`src/rtl/ap_ctrl_stat_pkg.sv`:
```
// ============================================================================
// Module : ap_ctrl_stat_pkg
// Brief  : Shared types and default widths for the ap_ctrl_hs stat monitor.
// Rev    : 1.0 - initial release
// ============================================================================
`default_nettype none

package ap_ctrl_stat_pkg;

  localparam int c_def_cnt_w      = 32;
  localparam int c_def_fifo_depth = 4;
  localparam int c_rec_id_w       = 8;

  typedef enum logic [1:0] {
    ST_IDLE  = 2'd0,
    ST_BUSY  = 2'd1,
    ST_DRAIN = 2'd2,
    ST_END   = 2'd3
  } mon_state_t;

  // Field order matches the packed record word carried through the FIFO.
  typedef struct packed {
    logic [c_rec_id_w-1:0]  id;
    logic [c_def_cnt_w-1:0] txn;
    logic [c_def_cnt_w-1:0] latency;
    logic [c_def_cnt_w-1:0] interval;
  } stat_rec_t;

endpackage

`default_nettype wire

```
`src/rtl/stat_rec_fifo.sv`:
```
// ============================================================================
// Module : stat_rec_fifo
// Brief  : First-word-fall-through record FIFO, async active-low reset.
// Rev    : 1.0 - initial release
// ============================================================================
`default_nettype none

module stat_rec_fifo #(
  parameter int DEPTH = 4,
  parameter int WIDTH = 8
) (
  input  logic                       clock,
  input  logic                       reset,
  input  logic                       push,
  input  logic [WIDTH-1:0]           wdata,
  input  logic                       pop,
  output logic [WIDTH-1:0]           rdata,
  output logic                       valid,
  output logic                       full,
  output logic [$clog2(DEPTH):0]     count
);

  localparam int c_aw = $clog2(DEPTH);
  localparam int c_cw = c_aw + 1;

  logic [WIDTH-1:0] r_mem [DEPTH];
  logic [c_aw-1:0]  r_wr;
  logic [c_aw-1:0]  r_rd;
  logic [c_cw-1:0]  r_cnt;
  logic             w_pop;
  logic             w_push;

  assign valid  = (r_cnt != '0);
  assign full   = (r_cnt == c_cw'(DEPTH));
  assign count  = r_cnt;
  assign rdata  = r_mem[r_rd];
  assign w_pop  = pop && valid;
  // A pop in the same cycle frees the slot, so a full FIFO still accepts.
  assign w_push = push && (!full || w_pop);

  always_ff @(posedge clock or negedge reset) begin
    if (!reset) begin
      for (int i = 0; i < DEPTH; i++) r_mem[i] <= '0;
      r_wr  <= '0;
      r_rd  <= '0;
      r_cnt <= '0;
    end else begin
      if (w_push) begin
        r_mem[r_wr] <= wdata;
        r_wr        <= r_wr + c_aw'(1);
      end
      if (w_pop) r_rd <= r_rd + c_aw'(1);
      r_cnt <= r_cnt + c_cw'(w_push) - c_cw'(w_pop);
    end
  end

endmodule

`default_nettype wire

```
`src/rtl/ap_ctrl_stat_monitor.sv`:
```
// ============================================================================
// Module : ap_ctrl_stat_monitor
// Brief  : Observes an ap_ctrl_hs handshake and emits per-transaction records.
// Rev    : 1.0 - initial release
// ============================================================================
`default_nettype none

module ap_ctrl_stat_monitor
  import ap_ctrl_stat_pkg::*;
#(
  parameter logic [7:0] MOD_ID     = 8'd0,
  parameter int         CNT_W      = c_def_cnt_w,
  parameter int         FIFO_DEPTH = c_def_fifo_depth
) (
  input  logic             clock,
  input  logic             reset,
  input  logic             ap_start,
  input  logic             ap_ready,
  input  logic             ap_done,
  input  logic             ap_continue,
  input  logic             finish,
  output logic             rec_valid,
  input  logic             rec_ready,
  output logic [7:0]       rec_id,
  output logic [CNT_W-1:0] rec_txn,
  output logic [CNT_W-1:0] rec_latency,
  output logic [CNT_W-1:0] rec_interval,
  output logic [15:0]      drop_cnt,
  output logic             err_unexp_done,
  output logic             err_start_ovf,
  output logic             flushed
);

  localparam int c_rec_w = c_rec_id_w + 3 * CNT_W;
  localparam int c_fcw   = $clog2(FIFO_DEPTH) + 1;

  mon_state_t       r_state;
  logic [CNT_W-1:0] r_ts, r_q0, r_q1, r_txn, r_last_start;
  logic [1:0]       r_qcnt;
  logic             r_start_pend, r_have_last, r_err_unexp, r_err_ovf;
  logic [15:0]      r_drop;

  logic             w_active, w_start_ev, w_done_ev, w_q_pop, w_q_push, w_ovf;
  logic [1:0]       w_qcnt_nxt;
  logic [CNT_W-1:0] w_start_ts, w_latency, w_interval;
  logic [c_rec_w-1:0] w_wdata, w_rdata;
  logic             w_fifo_full, w_pop, w_drop;
  logic [c_fcw-1:0] w_fifo_count;

  assign w_active   = (r_state == ST_IDLE) || (r_state == ST_BUSY);
  assign w_start_ev = w_active && ap_start && !r_start_pend;
  assign w_done_ev  = w_active && ap_done && ap_continue;

  // A done with an empty queue consumes a same-cycle start directly.
  assign w_q_pop    = w_done_ev && (r_qcnt != 2'd0);
  assign w_q_push   = w_start_ev && !(w_done_ev && r_qcnt == 2'd0) &&
                      ((r_qcnt != 2'd2) || w_done_ev);
  assign w_ovf      = w_start_ev && (r_qcnt == 2'd2) && !w_done_ev;
  assign w_qcnt_nxt = r_qcnt + {1'b0, w_q_push} - {1'b0, w_q_pop};

  assign w_start_ts = (r_qcnt != 2'd0) ? r_q0 : r_ts;
  assign w_latency  = r_ts - w_start_ts;
  assign w_interval = r_have_last ? (w_start_ts - r_last_start) : '0;
  assign w_wdata    = {MOD_ID, r_txn, w_latency, w_interval};

  assign w_pop  = rec_valid && rec_ready;
  assign w_drop = w_done_ev && w_fifo_full && !w_pop;

  always_ff @(posedge clock or negedge reset) begin
    if (!reset) begin
      r_state      <= ST_IDLE;
      r_ts         <= '0;
      r_q0         <= '0;
      r_q1         <= '0;
      r_qcnt       <= '0;
      r_txn        <= '0;
      r_last_start <= '0;
      r_have_last  <= 1'b0;
      r_start_pend <= 1'b0;
      r_err_unexp  <= 1'b0;
      r_err_ovf    <= 1'b0;
      r_drop       <= '0;
    end else begin
      if (r_ts != '1) r_ts <= r_ts + CNT_W'(1);

      if (ap_ready)        r_start_pend <= 1'b0;
      else if (w_start_ev) r_start_pend <= 1'b1;

      case ({w_q_pop, w_q_push})
        2'b10: r_q0 <= r_q1;
        2'b01: if (r_qcnt == 2'd0) r_q0 <= r_ts; else r_q1 <= r_ts;
        2'b11: begin
          if (r_qcnt == 2'd1) r_q0 <= r_ts;
          else begin
            r_q0 <= r_q1;
            r_q1 <= r_ts;
          end
        end
        default: ;
      endcase
      r_qcnt <= w_qcnt_nxt;

      if (w_done_ev) begin
        r_have_last  <= 1'b1;
        r_last_start <= w_start_ts;
        if (r_txn != '1) r_txn <= r_txn + CNT_W'(1);
        if (r_qcnt == 2'd0 && !w_start_ev) r_err_unexp <= 1'b1;
      end
      if (w_ovf) r_err_ovf <= 1'b1;
      if (w_drop && r_drop != 16'hFFFF) r_drop <= r_drop + 16'd1;

      case (r_state)
        ST_IDLE, ST_BUSY: begin
          if (finish)                r_state <= ST_DRAIN;
          else if (w_qcnt_nxt != '0) r_state <= ST_BUSY;
          else                       r_state <= ST_IDLE;
        end
        // No pushes are possible here, so look one pop ahead.
        ST_DRAIN: if (!rec_valid || (w_fifo_count == c_fcw'(1) && w_pop))
                    r_state <= ST_END;
        default:  r_state <= ST_END;
      endcase
    end
  end

  stat_rec_fifo #(
    .DEPTH (FIFO_DEPTH),
    .WIDTH (c_rec_w)
  ) u_fifo (
    .clock (clock),
    .reset (reset),
    .push  (w_done_ev),
    .wdata (w_wdata),
    .pop   (rec_ready),
    .rdata (w_rdata),
    .valid (rec_valid),
    .full  (w_fifo_full),
    .count (w_fifo_count)
  );

  assign rec_id         = w_rdata[c_rec_w-1 -: 8];
  assign rec_txn        = w_rdata[3*CNT_W-1 -: CNT_W];
  assign rec_latency    = w_rdata[2*CNT_W-1 -: CNT_W];
  assign rec_interval   = w_rdata[CNT_W-1:0];
  assign drop_cnt       = r_drop;
  assign err_unexp_done = r_err_unexp;
  assign err_start_ovf  = r_err_ovf;
  assign flushed        = (r_state == ST_END);

endmodule

`default_nettype wire

```
`config.mk`:
```
export PLATFORM = sky130hd
export DESIGN_NAME = ap_ctrl_stat_monitor
export DESIGN_NICKNAME = d
export VERILOG_FILES = /design/src/rtl/ap_ctrl_stat_pkg.sv /design/src/rtl/stat_rec_fifo.sv /design/src/rtl/ap_ctrl_stat_monitor.sv
export SDC_FILE = /design/constraint.sdc
export NUM_CORES = 1
export LEC_CHECK = 0
export ABC_AREA = 0
export CELL_PAD_IN_SITES_DETAIL_PLACEMENT = 2
export CELL_PAD_IN_SITES_GLOBAL_PLACEMENT = 2
export CORE_MARGIN = 1.5
export CORE_UTILIZATION = 35
export CTS_CLUSTER_SIZE = 14
export DETAILED_ROUTE_END_ITERATION = 6
export GPL_TIMING_DRIVEN = 0
export HOLD_SLACK_MARGIN = 0.12
export PLACE_DENSITY = 0.82
export SLEW_MARGIN = 20
export SYNTH_ARGS = -nofsm -noshare
export SYNTH_HDL_FRONTEND = slang
export SYNTH_SLANG_ARGS = --single-unit
```
`constraint.sdc`:
```
create_clock -name clock -period 12.05 [get_ports clock]
set_input_delay 3.615 -clock clock [delete_from_list [all_inputs] [get_ports clock]]
set_output_delay 3.615 -clock clock [all_outputs]
set_load 0.05 [all_outputs]
```
==> key figures <==
Run status
  – Outcome: complete, no violations

Global route
  – Initial antenna violation count: 4
  – First-pass GRT wire length: 168 mm
  – Largest net degree at the start of global routing: 102
  – Vias in the first global route: 27372
  – GRT overflow: 0
  – Total GRT Usage: 0.257

Clock network
  – Worst-Skew Late Latency: 0.63 ns
  – H-tree Lvls: 3
  – Post-CTS Setup Bufs: 0
  – Clock sinks: 575
  – CTS root buffer: clkbuf_16
  – CTS Hold Buffers Added: 0
  – CTS max path bufs: 3
  – Worst-path clk slew: 0.06 ns
  – Post_cts resized: 0
  – Num CTS Buffers: 68
  – CTS tree: yes

Floorplan
  – Die width: 291 um
  – Core ar.: 82200 sq um
  – Top Ports: 132
  – # rows: 105
  – Die area: 84900 sq um
  – Initial Util: 0.354
  – Die H: 291 um

Logic synthesis
  – Sequential area share after synthesis: 0.494
  – Post-synthesis compound-gate area fraction: 0.102
  – Most used flip-flop cell after synthesis: dfrtp_1
  – Post-synthesis mux area share: 0.117
  – Simple-gate share of the synthesized area: 0.166
  – Area contributors post-synth: dfrtp_1, nand2_1, mux4_2
  – Synth top area share: 0.494
  – Syn avg cell area: 9.82 sq um
  – Most common cell in the netlist: nand2_1
  – Commonest cells post-synth: nand2_1, dfrtp_1, o21ai_0
  – Post-synthesis xor/xnor area fraction: 0.0482
  – Post-synth ARST share: 1.00
  – Count of different cell masters after synthesis: 88
  – FF+latch count, synth: 575
  – Adder-cell area share of the yosys netlist: 0.0316
  – Synth Warn #: 0
  – Netlist Area Pre-Place: 29100 sq um
  – Post-synth EDFFs: 0
  – Synth area leader: dfrtp_1
  – Gate Count Post-Synth: 2963
  – Largest family of logic cells by synthesized area: simple AND/OR/NAND/NOR gates

STA
  – Worst slew pin tran: 1.18 ns
  – Fin crit share: 0.652
  – Fin. Hold Viols: 0
  – Slew Viols, Final: 0
  – Fin Setup TNS: 0 ns
  – Clock skew: 0.0230 ns
  – RSZ-0062 raised after global routing: no
  – Fin crit period: 7.85 ns
  – Fmax: 127 MHz
  – Rel. slew slack: 0.216
  – Endpoints failing setup: 0

Detailed routing
  – Via count: 23658
  – Vias/cell: 5.52
  – WL per Instance: 25.1 um
  – ANT nets after route: 0
  – Pre-antenna DRT Iters: 5
  – 1st-iter DRT viols: 1161
  – # DRC: 0
  – Final WL: 108 mm

Worst hold path
  – Hold/Removal Path Class: flip-flop to flip-flop

Final layout
  – Layout cells sized above 1: 0.107
  – Filler cells: 8735
  – Antenna Cells: 0
  – NumNets Final: 3238
  – Layout area overhead: 17.2%

Worst setup path
  – Most used cell, CP: buf_1
  – Critical Path RT: 8.43 ns
  – CP arrival: 4.24 ns
  – Worst Setup Start Kind: flip-flop
  – CP max stage cell: buf_1
  – Crit path kind: flip-flop to primary output
  – Max stage delay on crit path: 0.81 ns
  – Crit. End Element: primary output
  – Crit path max fanout: 10
  – CP cell instances: clkbuf_1 > buf_1 > buf_1 > mux4_2 > clkdlybuf4s50_1

Power
  – Peak supply drop: 0.102 mV
  – Power, Total: 0.00548 W
  – Pwr/cell area: 161 nW/um^2
  – Leak: 16.3 nW

Flow run
  – Max cap viols: 0

Place
  – Final Wtd Congestion: 0.887
  – Buffers on Ports: 123
  – DP Wirelength: 78.0 mm
==> cells by family after synthesis <==
kind of cell | count (synthesis)
simple gates | 1169
compound gates | 477
flops | 575
other cells | 1
fa+ha+maj | 75
mux | 210
xor+xnor | 160
buf+inv | 296
==> final cells by class <==
class	count	area [sq um]	area share
Clock buffer	99	1910	0.0559
Tap cell	1070	1340	0.0393
Timing Repair Buffer	129	1400	0.0411
Buffer	193	802	0.0235
Sequential cell	575	14400	0.422
Clock inverter	20	307	0.00899
Inverter	103	387	0.0113
Multi-Input combinational cell	2099	13600	0.398
==> per-layer routing <==
layer | wire length (um) | vias up | track usage
met2 | 56200 | 452 | 0.469
met3 | 3300 | 186 | 0.0276
met5 | 13 | - | 0
li1 | - | 10447 | -
met1 | 44500 | 12571 | 0.311
met4 | 3910 | 2 | 0.0959
==> worst paths after layout <==
path	start	to	slack [ns]	cells after the start
max in group asynchronous	reset	drop_cnt[7]	6.98	5
hold / removal	err_unexp_done	err_unexp_done	0.47	1
setup reg to reg	r_qcnt[0]	u_fifo.r_mem[266]	5.51	20
hold reg to reg	err_unexp_done	err_unexp_done	0.47	1
min in group asynchronous	reset	u_fifo.r_mem[10]	2.92	1
setup / recovery	u_fifo.r_rd[0]	rec_txn[18]	4.20	5
==> registers in the layout, indices dropped and copies added, names as in the netlist <==
register	flops
r_qcnt	2
r_ts	32
r_state	2
r_start_pend	1
r_have_last	1
r_q0	32
r_q1	32
err_unexp_done	1
u_fifo.r_mem	384
u_fifo.count	3
err_start_ovf	1
u_fifo.r_wr	2
r_txn	32
r_last_start	32
u_fifo.r_rd	2
drop_cnt	16
==> cell usage in the layout, fill, tap and decap left out, types with 9 or more instances in the layout <==
cell type / Yosys / final
xnor2_1: 106 / 106
maj3_1: 13 / 13
and3_1: 19 / 19
buf_1: 28 / 22
nand2b_1: 13 / 13
a31oi_1: 17 / 17
buf_2: 14 / 19
clkdlybuf4s50_1: 0 / 122
nor2_1: 91 / 91
o21a_1: 9 / 9
o31ai_1: 20 / 20
inv_1: 102 / 102
nor2b_1: 24 / 24
a221oi_1: 10 / 10
mux4_2: 96 / 96
a21o_1: 23 / 23
mux2i_1: 28 / 28
mux2_2: 85 / 85
clkbuf_1: 139 / 161
ha_1: 59 / 59
and2_1: 9 / 9
nor3_1: 17 / 17
clkbuf_16: 0 / 68
nand4_1: 20 / 20
o21bai_1: 11 / 11
nand2_1: 892 / 892
o21ai_0: 212 / 211
buf_4: 10 / 10
a21oi_1: 86 / 86
dfrtp_1: 575 / 575
xor2_1: 54 / 54
nand3_1: 45 / 45
a22oi_1: 24 / 24
clkbuf_8: 0 / 9
==> worst max-delay path, delay by kind of cell, from the launching register on <==
| kind | cells | cell delay, ns |
|---|---|---|
| mux | 1 | 0.65 |
| buf+inv | 4 | 2.63 |
| flops | 1 | 0.32 |
==> metrics by stage <==
| step | cell area, sq um | hold WS, ns | instances | setup slack [ns] | utilization |
|---|---|---|---|---|---|
| final | 34100 | 0.466 | 4288 | 4.20 | 0.415 |
| after global routing | 34100 | 0.495 | 4288 | 3.89 | 0.415 |
| after CTS | 34100 | 0.474 | 4288 | 4.02 | 0.415 |
| after detailed placement | 31900 | 0.460 | 4169 | 4.42 | 0.388 |
| after global placement | 31700 | 0.453 | 4163 | -17.63 | 0.385 |
| after floorplan | 29100 | 0.440 | 2970 | 6.12 | - |
==> power breakdown <==
| group | switching [W] | total, W | internal (W) |
|---|---|---|---|
| clock | 0.000871 | 0.00209 | 0.00122 |
| combinational | 0.000928 | 0.00137 | 0.000440 |
| sequential | 0.0000408 | 0.00202 | 0.00198 |
Note: power is estimated with default switching activity, not from simulation.
